File: src/rtl/fpu_pkg.sv
// Shared RV32F encoding constants and types for the integer-core side of the FPU interface.
package fpu_pkg;

    localparam logic [6:0] OP_FP     = 7'b1010011;
    localparam logic [6:0] LOAD_FP   = 7'b0000111;
    localparam logic [6:0] STORE_FP  = 7'b0100111;
    localparam logic [6:0] FMADD     = 7'b1000011;
    localparam logic [6:0] FMSUB     = 7'b1000111;
    localparam logic [6:0] FNMSUB    = 7'b1001011;
    localparam logic [6:0] FNMADD    = 7'b1001111;

    // funct5 values producing an integer result
    localparam logic [4:0] FCMP      = 5'b10100;
    localparam logic [4:0] FCVT_W    = 5'b11000;
    localparam logic [4:0] FMV_X     = 5'b11100;
    // funct5 values consuming integer rs1
    localparam logic [4:0] FCVT_S_W  = 5'b11010;
    localparam logic [4:0] FMV_W_X   = 5'b11110;

    localparam logic [31:0] NOP_WORD = 32'h0000_0013;

    typedef enum logic {
        StHoldEmpty,
        StHoldFull
    } hold_state_e;

    typedef struct packed {
        logic       valid;
        logic [4:0] rd;
    } pend_entry_t;

    function automatic logic writes_int(input logic [31:0] inst);
        logic [4:0] f5;
        f5 = inst[31:27];
        return (inst[6:0] == OP_FP) && (inst[11:7] != 5'd0) &&
               ((f5 == FCMP) || (f5 == FCVT_W) || (f5 == FMV_X));
    endfunction

    function automatic logic reads_int(input logic [31:0] inst);
        logic [4:0] f5;
        f5 = inst[31:27];
        return (inst[6:0] == OP_FP) && ((f5 == FCVT_S_W) || (f5 == FMV_W_X));
    endfunction

endpackage

File: src/rtl/fpu_int_result_pipe.sv
// Tracks FPU results headed for the integer register file and flags rs1 read-after-write hazards.
module fpu_int_result_pipe
    import fpu_pkg::*;
#(
    parameter int unsigned Depth = 2
) (
    input  logic        clk,
    input  logic        rstn,
    input  logic        flush,
    input  logic        push,
    input  logic [4:0]  push_rd,
    input  logic [4:0]  rs1,
    output logic        rs1_hit,
    output pend_entry_t head
);

    pend_entry_t [Depth-1:0] pipe_q;
    pend_entry_t             entry_new;

    always_comb begin
        entry_new       = '0;
        entry_new.valid = push;
        entry_new.rd    = push ? push_rd : 5'd0;
    end

    always_ff @(posedge clk or negedge rstn) begin
        if (!rstn) begin
            pipe_q <= '0;
        end else if (flush) begin
            pipe_q <= '0;
        end else begin
            pipe_q[0] <= entry_new;
            for (int i = 1; i < int'(Depth); i++) begin
                pipe_q[i] <= pipe_q[i-1];
            end
        end
    end

    // Every in-flight entry blocks, including the one writing back this cycle (no bypass).
    always_comb begin
        rs1_hit = 1'b0;
        for (int i = 0; i < int'(Depth); i++) begin
            if (pipe_q[i].valid && (pipe_q[i].rd == rs1)) begin
                rs1_hit = 1'b1;
            end
        end
    end

    assign head = pipe_q[Depth-1];

endmodule

File: src/rtl/fpu_issue_ctrl.sv
// Holds one FP instruction, issues it to the FPU around hazards, and retires int-bound results.
// Optional FPU_ISSUE_PERF_EN adds stall/issue performance counters.
module fpu_issue_ctrl
    import fpu_pkg::*;
#(
    parameter int unsigned FTOI_LAT = 2,
    parameter int unsigned XLEN     = 32
) (
    input  logic            clk,
    input  logic            rstn,
    input  logic            in_valid,
    output logic            in_ready,
    input  logic [31:0]     in_inst,
    input  logic [XLEN-1:0] in_rs1_val,
    input  logic            flush,
    output logic            fpu_clken,
    output logic            fpu_is_legl,
    output logic [31:0]     fpu_inst,
    output logic [XLEN-1:0] fpu_from_intreg,
    input  logic            fpu_hazard,
    input  logic [XLEN-1:0] fpu_to_intreg,
    output logic            iwb_valid,
    output logic [4:0]      iwb_rd,
    output logic [XLEN-1:0] iwb_data
`ifdef FPU_ISSUE_PERF_EN
    ,
    output logic [31:0]     perf_stall_cnt,
    output logic [31:0]     perf_issue_cnt
`endif
);

    hold_state_e     state_q, state_d;
    logic [31:0]     inst_q;
    logic [XLEN-1:0] rs1_q;
    logic            issue;
    logic            accept;
    logic            int_dep;
    logic            rs1_hit;
    logic            full;
    pend_entry_t     head;

    assign full    = (state_q == StHoldFull);
    assign int_dep = reads_int(inst_q) && rs1_hit;

    always_comb begin
        state_d  = state_q;
        issue    = 1'b0;
        in_ready = 1'b0;
        accept   = 1'b0;
        unique case (state_q)
            StHoldEmpty: in_ready = 1'b1;
            StHoldFull: begin
                issue    = !fpu_hazard && !int_dep && !flush;
                in_ready = issue;
            end
            default: in_ready = 1'b0;
        endcase
        accept = in_valid && in_ready && !flush;
        if (flush) begin
            state_d = StHoldEmpty;
        end else if (accept) begin
            state_d = StHoldFull;
        end else if (issue) begin
            state_d = StHoldEmpty;
        end
    end

    always_ff @(posedge clk or negedge rstn) begin
        if (!rstn) begin
            state_q <= StHoldEmpty;
            inst_q  <= NOP_WORD;
            rs1_q   <= '0;
        end else begin
            state_q <= state_d;
            if (accept) begin
                inst_q <= in_inst;
                rs1_q  <= in_rs1_val;
            end
        end
    end

    fpu_int_result_pipe #(
        .Depth (FTOI_LAT)
    ) u_int_result_pipe (
        .clk     (clk),
        .rstn    (rstn),
        .flush   (flush),
        .push    (issue && writes_int(inst_q)),
        .push_rd (inst_q[11:7]),
        .rs1     (inst_q[19:15]),
        .rs1_hit (rs1_hit),
        .head    (head)
    );

    // FPU sees the held word even while stalled so it can evaluate its hazard on it.
    assign fpu_clken       = 1'b1;
    assign fpu_is_legl     = issue;
    assign fpu_inst        = full ? inst_q : NOP_WORD;
    assign fpu_from_intreg = full ? rs1_q : '0;

    assign iwb_valid = head.valid;
    assign iwb_rd    = head.rd;
    assign iwb_data  = head.valid ? fpu_to_intreg : '0;

`ifdef FPU_ISSUE_PERF_EN
    always_ff @(posedge clk or negedge rstn) begin
        if (!rstn) begin
            perf_stall_cnt <= '0;
            perf_issue_cnt <= '0;
        end else begin
            if (full && !issue) perf_stall_cnt <= perf_stall_cnt + 32'd1;
            if (issue)          perf_issue_cnt <= perf_issue_cnt + 32'd1;
        end
    end
`endif

endmodule

File: config.mk
export PLATFORM = sky130hd
export DESIGN_NAME = fpu_issue_ctrl
export DESIGN_NICKNAME = d
export VERILOG_FILES = /design/src/rtl/fpu_pkg.sv /design/src/rtl/fpu_int_result_pipe.sv /design/src/rtl/fpu_issue_ctrl.sv
export SDC_FILE = /design/constraint.sdc
export NUM_CORES = 1
export LEC_CHECK = 0
export CORE_ASPECT_RATIO = 1.4
export CORE_MARGIN = 2
export CORE_UTILIZATION = 36
export CTS_BUF_LIST = sky130_fd_sc_hd__clkbuf_8
export DETAILED_ROUTE_END_ITERATION = 8
export HOLD_SLACK_MARGIN = 0.02
export PLACE_DENSITY_LB_ADDON = 0.12
export SYNTH_ARGS = -nofsm -noshare
export SYNTH_HDL_FRONTEND = slang
export SYNTH_SLANG_ARGS = --single-unit
File: constraint.sdc
create_clock -name clk -period 1.85 [get_ports clk]
set_input_delay 0.185 -clock clk [delete_from_list [all_inputs] [get_ports clk]]
set_output_delay 0.185 -clock clk [all_outputs]
set_load 0.05 [all_outputs]
==> results of run 1 <==
stage by stage:
stage	utilization	setup TNS, ps	hold WS, ps	setup WS, ps
global placement	0.673	-11740	180	-205
CTS	0.699	-9580	334	-221
finish	0.703	-10550	337	-178
detailed placement	0.673	-15770	187	-293
floorplan	-	0	-111	7.39
global route	0.703	-17290	375	-288
per-layer routing:
| metal | global-route usage | vias to the layer above |
|---|---|---|
| met5 | 0 | - |
| met4 | 0.0950 | 0 |
| met3 | 0.0705 | 20 |
| met2 | 0.371 | 153 |
| met1 | 0.203 | 1539 |
| li1 | - | 1459 |
layout by cell type, fill, tap and decap left out, types with 2 or more instances in the layout:
master	synthesis	routed
nor2b_1	7	7
buf_12	0	94
nor2_1	6	5
nand4_1	2	2
nand2b_1	3	3
dfrtp_1	74	72
and2_1	97	97
dfstp_2	3	3
a21o_1	2	2
xnor2_1	10	10
dfrtp_2	0	2
nand2_1	4	3
inv_1	1	4
buf_4	6	27
mux2_4	2	4
mux2_2	57	55
buf_6	5	5
mux2_1	4	4
clkdlybuf4s50_1	0	104
clkbuf_8	1	13
power by group:
group / internal, mW / switching [mW] / leakage (nW)
registers: 1.95 / 0.149 / 0.926
clock network: 0.621 / 0.581 / 0.109
logic: 0.956 / 0.771 / 2.01
worst reg2reg max path, stage by stage (launching register included):
cell	delay (ps)
dfrtp_1	400
and4bb_1	200
nand4b_1	160
nor2_4	50
buf_4	140
a31oi_4	350
buf_12	230
mux2_2	380
final timing paths:
check                                 end            from  slack, ps
worst min register to register  rs1_q[10]       rs1_q[10]        490
worst min-delay path            rs1_q[27]            rstn        340
worst max register to register  rs1_q[14]       inst_q[6]       -180
max in group asynchronous       inst_q[1]            rstn        840
min in group clk                rs1_q[30]  in_rs1_val[30]        430
worst max-delay path            rs1_q[14]       inst_q[6]       -180
cell families after synthesis:
group | count (synthesis) | synth area share
other | 1 | 0.000991
buffers and inverters | 23 | 0.0413
and+or+nand+nor | 128 | 0.210
xor gates and xnor gates | 10 | 0.0232
muxes | 63 | 0.190
DFF | 77 | 0.510
AOI/OAI and AO/OA | 8 | 0.0245
cells in the mapped netlist:
master      n
buf_6       5
and2_2      1
and4bb_1    1
a32o_1      1
a21o_1      2
a2111oi_4   1
nor2_1      6
conb_1      1
or4_4       1
or2_2       1
and2_1     97
buf_4       6
clkbuf_8    1
or4_1       1
and3_1      2
nand2b_1    3
nand2_1     4
inv_1       1
a31oi_4     1
nand4b_1    1
xnor2_1    10
mux2_4      2
o22ai_1     1
mux2_2     57
a211oi_1    1
nor2b_1     7
dfstp_2     3
o21ai_0     1
dfrtp_1    74
clkbuf_1   10
and3b_1     1
mux2_1      4
nand4_1     2
sequential cells by signal, indices dropped and copies added, names as in the netlist:
signal,count
u_int_result_pipe.pipe_q,6
rs1_q,32
inst_q,32
full,1
u_int_result_pipe.head,6
cell type report:
type                            count  area, sq um
Clock buffer                       13          179
Clock inverter                      3         11.3
Fill cell                         746         3050
Inverter                            1         3.75
Multi-Input combinational cell    210         1720
Sequential cell                    77         1930
Tap cell                          138          173
Timing Repair Buffer              232         3220
what timing repair did:
action | 4_1_cts | 5_1_grt
cloned | 0 | 2
endpoints found under the setup margin | 129 | 71
buffers inserted | 4 | 0
pin swaps | 5 | 3
hold buffers | 1 | 0
endpoints found under the hold margin | 35 | 0
resized for setup | 9 | 3
==> reports/metrics.cfg, run 1 <==
[clock_network]
clockBufferDepth = 2
htree_levels = 3
clk_latency_ps = 350
cts_tree = built
cts_buffers = 9
root_buffer = clkbuf_8
clk_pin_slew_ps = 70
clkSinkCount = 77

[timing]
relSlewSlack = 0.641
rsz0062_at_grt = yes
fin_crit_sh = 1.10
finalMaxSlewViolations = 0
worst_pin_slew_ps = 537
fin_crit_ps = 2030
finalHoldViolCount = 0
fin_skew_ps = 7.42
fin_ws_ps = -178
finalSetupViolations = 70
fmax_ghz = 0.493

[synthesis]
avgSynthCellArea_sq_um = 12.2
yosys_register_bits = 77
syn_nets = 411
yosysSeqAreaShare = 0.510
netlist_top_cells_area = dfrtp_1 (49%), mux2_2 (17%), and2_1 (16%)
synth_area_leader_cell = dfrtp_1
syn_inst = 310
syn-cell-area_sq_um = 3780
synthDominantCellAreaShare = 0.490
ys_warn_count = 0
synth_cell_types = 33

[layout]
drive_above_1_share = 0.397
diodes = 0
final_area_sq_um = 7240
area_delta_synth_final_pct = 91.4
fin_cells = 674
final_net_count = 632

[global_routing]
grt_first_pass_wirelength_um = 18000
grt-ovfl-total = 0
grt_max_degree = 67
antenna_found_initial = 0
grt_usage = 0.203
grt_pass1_vias = 3551

[worst_setup_path]
required_ps = 2080
critPathKind = register to register
worstPathArrival_ps = 2260
reg2reg_depth = 7
crit_chain = and4bb_1 -> nand4b_1 -> nor2_4 -> buf_4 -> a31oi_4 -> buf_12 -> mux2_2
cp_top_family = simple AND/OR/NAND/NOR gates
critPathLaunchType = register
end_kind = register
cpPeakStageDelay_ps = 400
crit_buf_inv = 2
cp.depth = 7
path_max_fanout = 22
crit_slowest_cell = dfrtp_1

[routing]
ant_nets = 0
route.met2.wl_um = 6200
wl_met3_um = 986
drt_iter0_drc = 98
via_per_inst = 4.70
drc = 0
wirelength_um = 11400
top_layer = met4
firstDrtPassIters = 4
wl_per_cell_um = 16.9
vias = 3171
wl_met1_um = 3900

[die]
ios = 206
start_util = 0.367
fp.dieArea_sq_um = 11400
die-width_um = 90.6
fp-row-count = 44
core-area_sq_um = 10300
die_h_um = 125

[pwr]
power.density_nw_per_um2 = 694
power_leakage_nw = 3.05
vdd_drop_max_mv = 0.598
power.total_mw = 5.02

[placement]
io_buffers = 204
place.gp.congestion = 0.828
dp_cells = 651
placed_area_sq_um = 6930
detailed_place_hpwl_um = 8490

[hold_path]
hp-class = input pin to async pin

[outcome]
status = complete, but fails checks
violations = negative setup slack

[job]
drv_cap = 0

Note: power is estimated with default switching activity, not from simulation.
==> inputs of run 2 (changes only) <==
--- a/config.mk
+++ b/config.mk
@@ -12,6 +12,7 @@
 export DETAILED_ROUTE_END_ITERATION = 8
 export HOLD_SLACK_MARGIN = 0.02
 export PLACE_DENSITY_LB_ADDON = 0.12
+export RECOVER_POWER = 100
 export SYNTH_ARGS = -nofsm -noshare
 export SYNTH_HDL_FRONTEND = slang
 export SYNTH_SLANG_ARGS = --single-unit
==> run 2 against run 1 <==
Against the previous run: the run still ends with negative setup slack left; core utilization shrank 0.34 points; clock power is essentially flat; cell count is the same; cell area down 0.48%; die area stayed put; critical endpoint unchanged; largest power group unchanged.
==> reports/metrics.cfg, run 2 (same netlist as run 1, synthesis figures left out) <==
[routing]
wirelength_um = 11400  ; about the same
drc = 0  ; unchanged
wl_per_cell_um = 16.9  ; about the same
firstDrtPassIters = 4  ; unchanged
vias = 3166  ; -0.16%
via_per_inst = 4.70  ; -0.16%
ant_nets = 0  ; unchanged
drt_iter0_drc = 102  ; +4.1%

[clock_network]
clk_latency_ps = 350  ; about the same
clockBufferDepth = 2  ; unchanged
clkSinkCount = 77  ; unchanged
clk_pin_slew_ps = 70  ; about the same
htree_levels = 3  ; unchanged
root_buffer = clkbuf_8
cts_tree = built
cts_buffers = 9  ; unchanged

[timing]
worst_pin_slew_ps = 913  ; +376 ps
fin_crit_sh = 1.09  ; -0.00409
finalHoldViolCount = 0  ; unchanged
fin_skew_ps = 7.47  ; +0.0507 ps
fin_ws_ps = -171  ; +7.57 ps
relSlewSlack = 0.391  ; -0.250
rsz0062_at_grt = yes
fmax_ghz = 0.495  ; +0.37%
finalMaxSlewViolations = 0  ; unchanged
fin_crit_ps = 2020  ; -7.57 ps
finalSetupViolations = 70  ; unchanged

[global_routing]
grt_usage = 0.203  ; unchanged
antenna_found_initial = 0  ; unchanged
grt_pass1_vias = 3551  ; unchanged
grt_first_pass_wirelength_um = 18000  ; unchanged
grt_max_degree = 67  ; unchanged
grt-ovfl-total = 0  ; unchanged

[layout]
nFillCells = 754  ; +1.1%
largestRegisters = inst_q (32), rs1_q (32)
fin_cells = 674  ; unchanged
diodes = 0  ; unchanged
utilization = 0.700  ; -0.00340
layout_commonest_cell = clkdlybuf4s50_1
area_delta_synth_final_pct = 90.5
final_net_count = 632  ; unchanged
drive_above_1_share = 0.394  ; -0.00373
final_cell_mix = clkdlybuf4s50_1 (101), buf_12 (92), dfrtp_1 (73), and2_1 (69), mux2_2 (55)

[outcome]
violations = negative setup slack
status = complete, but fails checks

[placement]
place.gp.congestion = 0.828  ; unchanged
io_buffers = 204  ; unchanged
dp_cells = 651  ; unchanged
pre_cts_slack_ps = -293  ; unchanged
detailed_place_hpwl_um = 8490  ; unchanged

[die]
die-width_um = 90.6  ; unchanged
fp-row-count = 44  ; unchanged
die_h_um = 125  ; unchanged
start_util = 0.367  ; unchanged
fp.dieArea_sq_um = 11400  ; unchanged
core-area_sq_um = 10300  ; unchanged
ios = 206  ; unchanged

[pwr]
seq_power_share = 0.418  ; about the same
vdd_drop_max_mv = 0.598  ; about the same
internal_power_mw = 3.52  ; -0.15%
power_leakage_nw = 3.01  ; -1.1%
power.density_nw_per_um2 = 696  ; +0.37%
p_clk_frac = 0.239  ; about the same
p_sw_frac = 0.299  ; about the same
power.total_mw = 5.02  ; -0.12%
p_sw_mw = 1.50  ; about the same
pwr-share-comb = 0.343  ; about the same

[worst_setup_path]
path_max_fanout = 22  ; unchanged
critPathKind = register to register
critPathLaunchType = register
worstPathArrival_ps = 2250  ; about the same
required_ps = 2080  ; about the same
end_kind = register
rrSetupSlack_ps = -170  ; about the same

[job]
drv_cap = 0  ; unchanged

[hold_path]
hp-class = input pin to register

-- run 2: cell count changes in the layout (fill, tap and decap cells not counted), moves of 2 or more --
cell             delta
and2_1             -28
buf_12              -2
dlygate4sd3_1       +3
clkdlybuf4s50_1     -3
clkbuf_2            +2
and2_0             +28
clkbuf_4            +2
buf_4               -3
-- run 2: worst max-delay path: stages (launching register included) --
cell,delay (ps)
dfrtp_1,400
and4bb_1,200
nand4b_1,160
nor2_4,50
buf_4,140
a31oi_4,340
buf_12,230
mux2_2,360
-- run 2: path summary, 6_finish.rpt --
kind | start | end | depth (start not counted)
max | inst_q[6] | rs1_q[14] | 7
min | in_rs1_val[30] | rs1_q[30] | 2
max reg2reg | inst_q[6] | rs1_q[14] | 7
min reg2reg | rs1_q[10] | rs1_q[10] | 1
max in group asynchronous | rstn | inst_q[1] | 3
min in group asynchronous | rstn | rs1_q[27] | 2
-- run 2: layout make-up --
cell class / count / area, sq um / share of cell area
Tap cell: 138 / 173 / 0.0240
Sequential cell: 77 / 1930 / 0.268
Inverter: 1 / 3.75 / 0.000521
Multi-Input combinational cell: 210 / 1720 / 0.239
Clock inverter: 3 / 11.3 / 0.00156
Timing Repair Buffer: 232 / 3180 / 0.442
Clock buffer: 13 / 179 / 0.0248
-- run 2: metrics by stage --
stage | setup TNS, ps | instance area [sq um] | hold WS (ps)
final | -10060 | 7210 | 432
after global routing | -19130 | 7210 | 436
after CTS | -9580 | 7190 | 334
after floorplan | 0 | 3790 | -111
after detailed placement | -15770 | 6930 | 187
after global placement | -11740 | 6930 | 180
-- run 2: power by group through the flow --
stage / Sequential, mW / Combinational, mW / Clock, mW
3_3_place_gp: 2.12 / 1.67 / 0
3_5_place_dp: 2.13 / 1.70 / 0
2_1_floorplan: 2.08 / 0.839 / 0
4_1_cts: 2.10 / 1.73 / 1.25
6_report: 2.10 / 1.72 / 1.20
5_1_grt: 2.13 / 1.81 / 1.32
-- run 2: repair_timing --
item | CTS | global route
hold buffers | 1 | 0
pin swaps | 5 | 3
hold endpoints to repair | 35 | 0
setup endpoints to repair | 129 | 71
gates cloned | 0 | 2
gates resized for setup | 9 | 3
buffers inserted | 4 | 0
-- run 2: routing by layer --
layer / up-vias / wire (um) / global-route usage
met1: 1532 / 3860 / 0.203
met4: 0 / 309 / 0.0950
met5: - / 0 / 0
li1: 1457 / - / -
met2: 155 / 6210 / 0.371
met3: 22 / 1020 / 0.0705
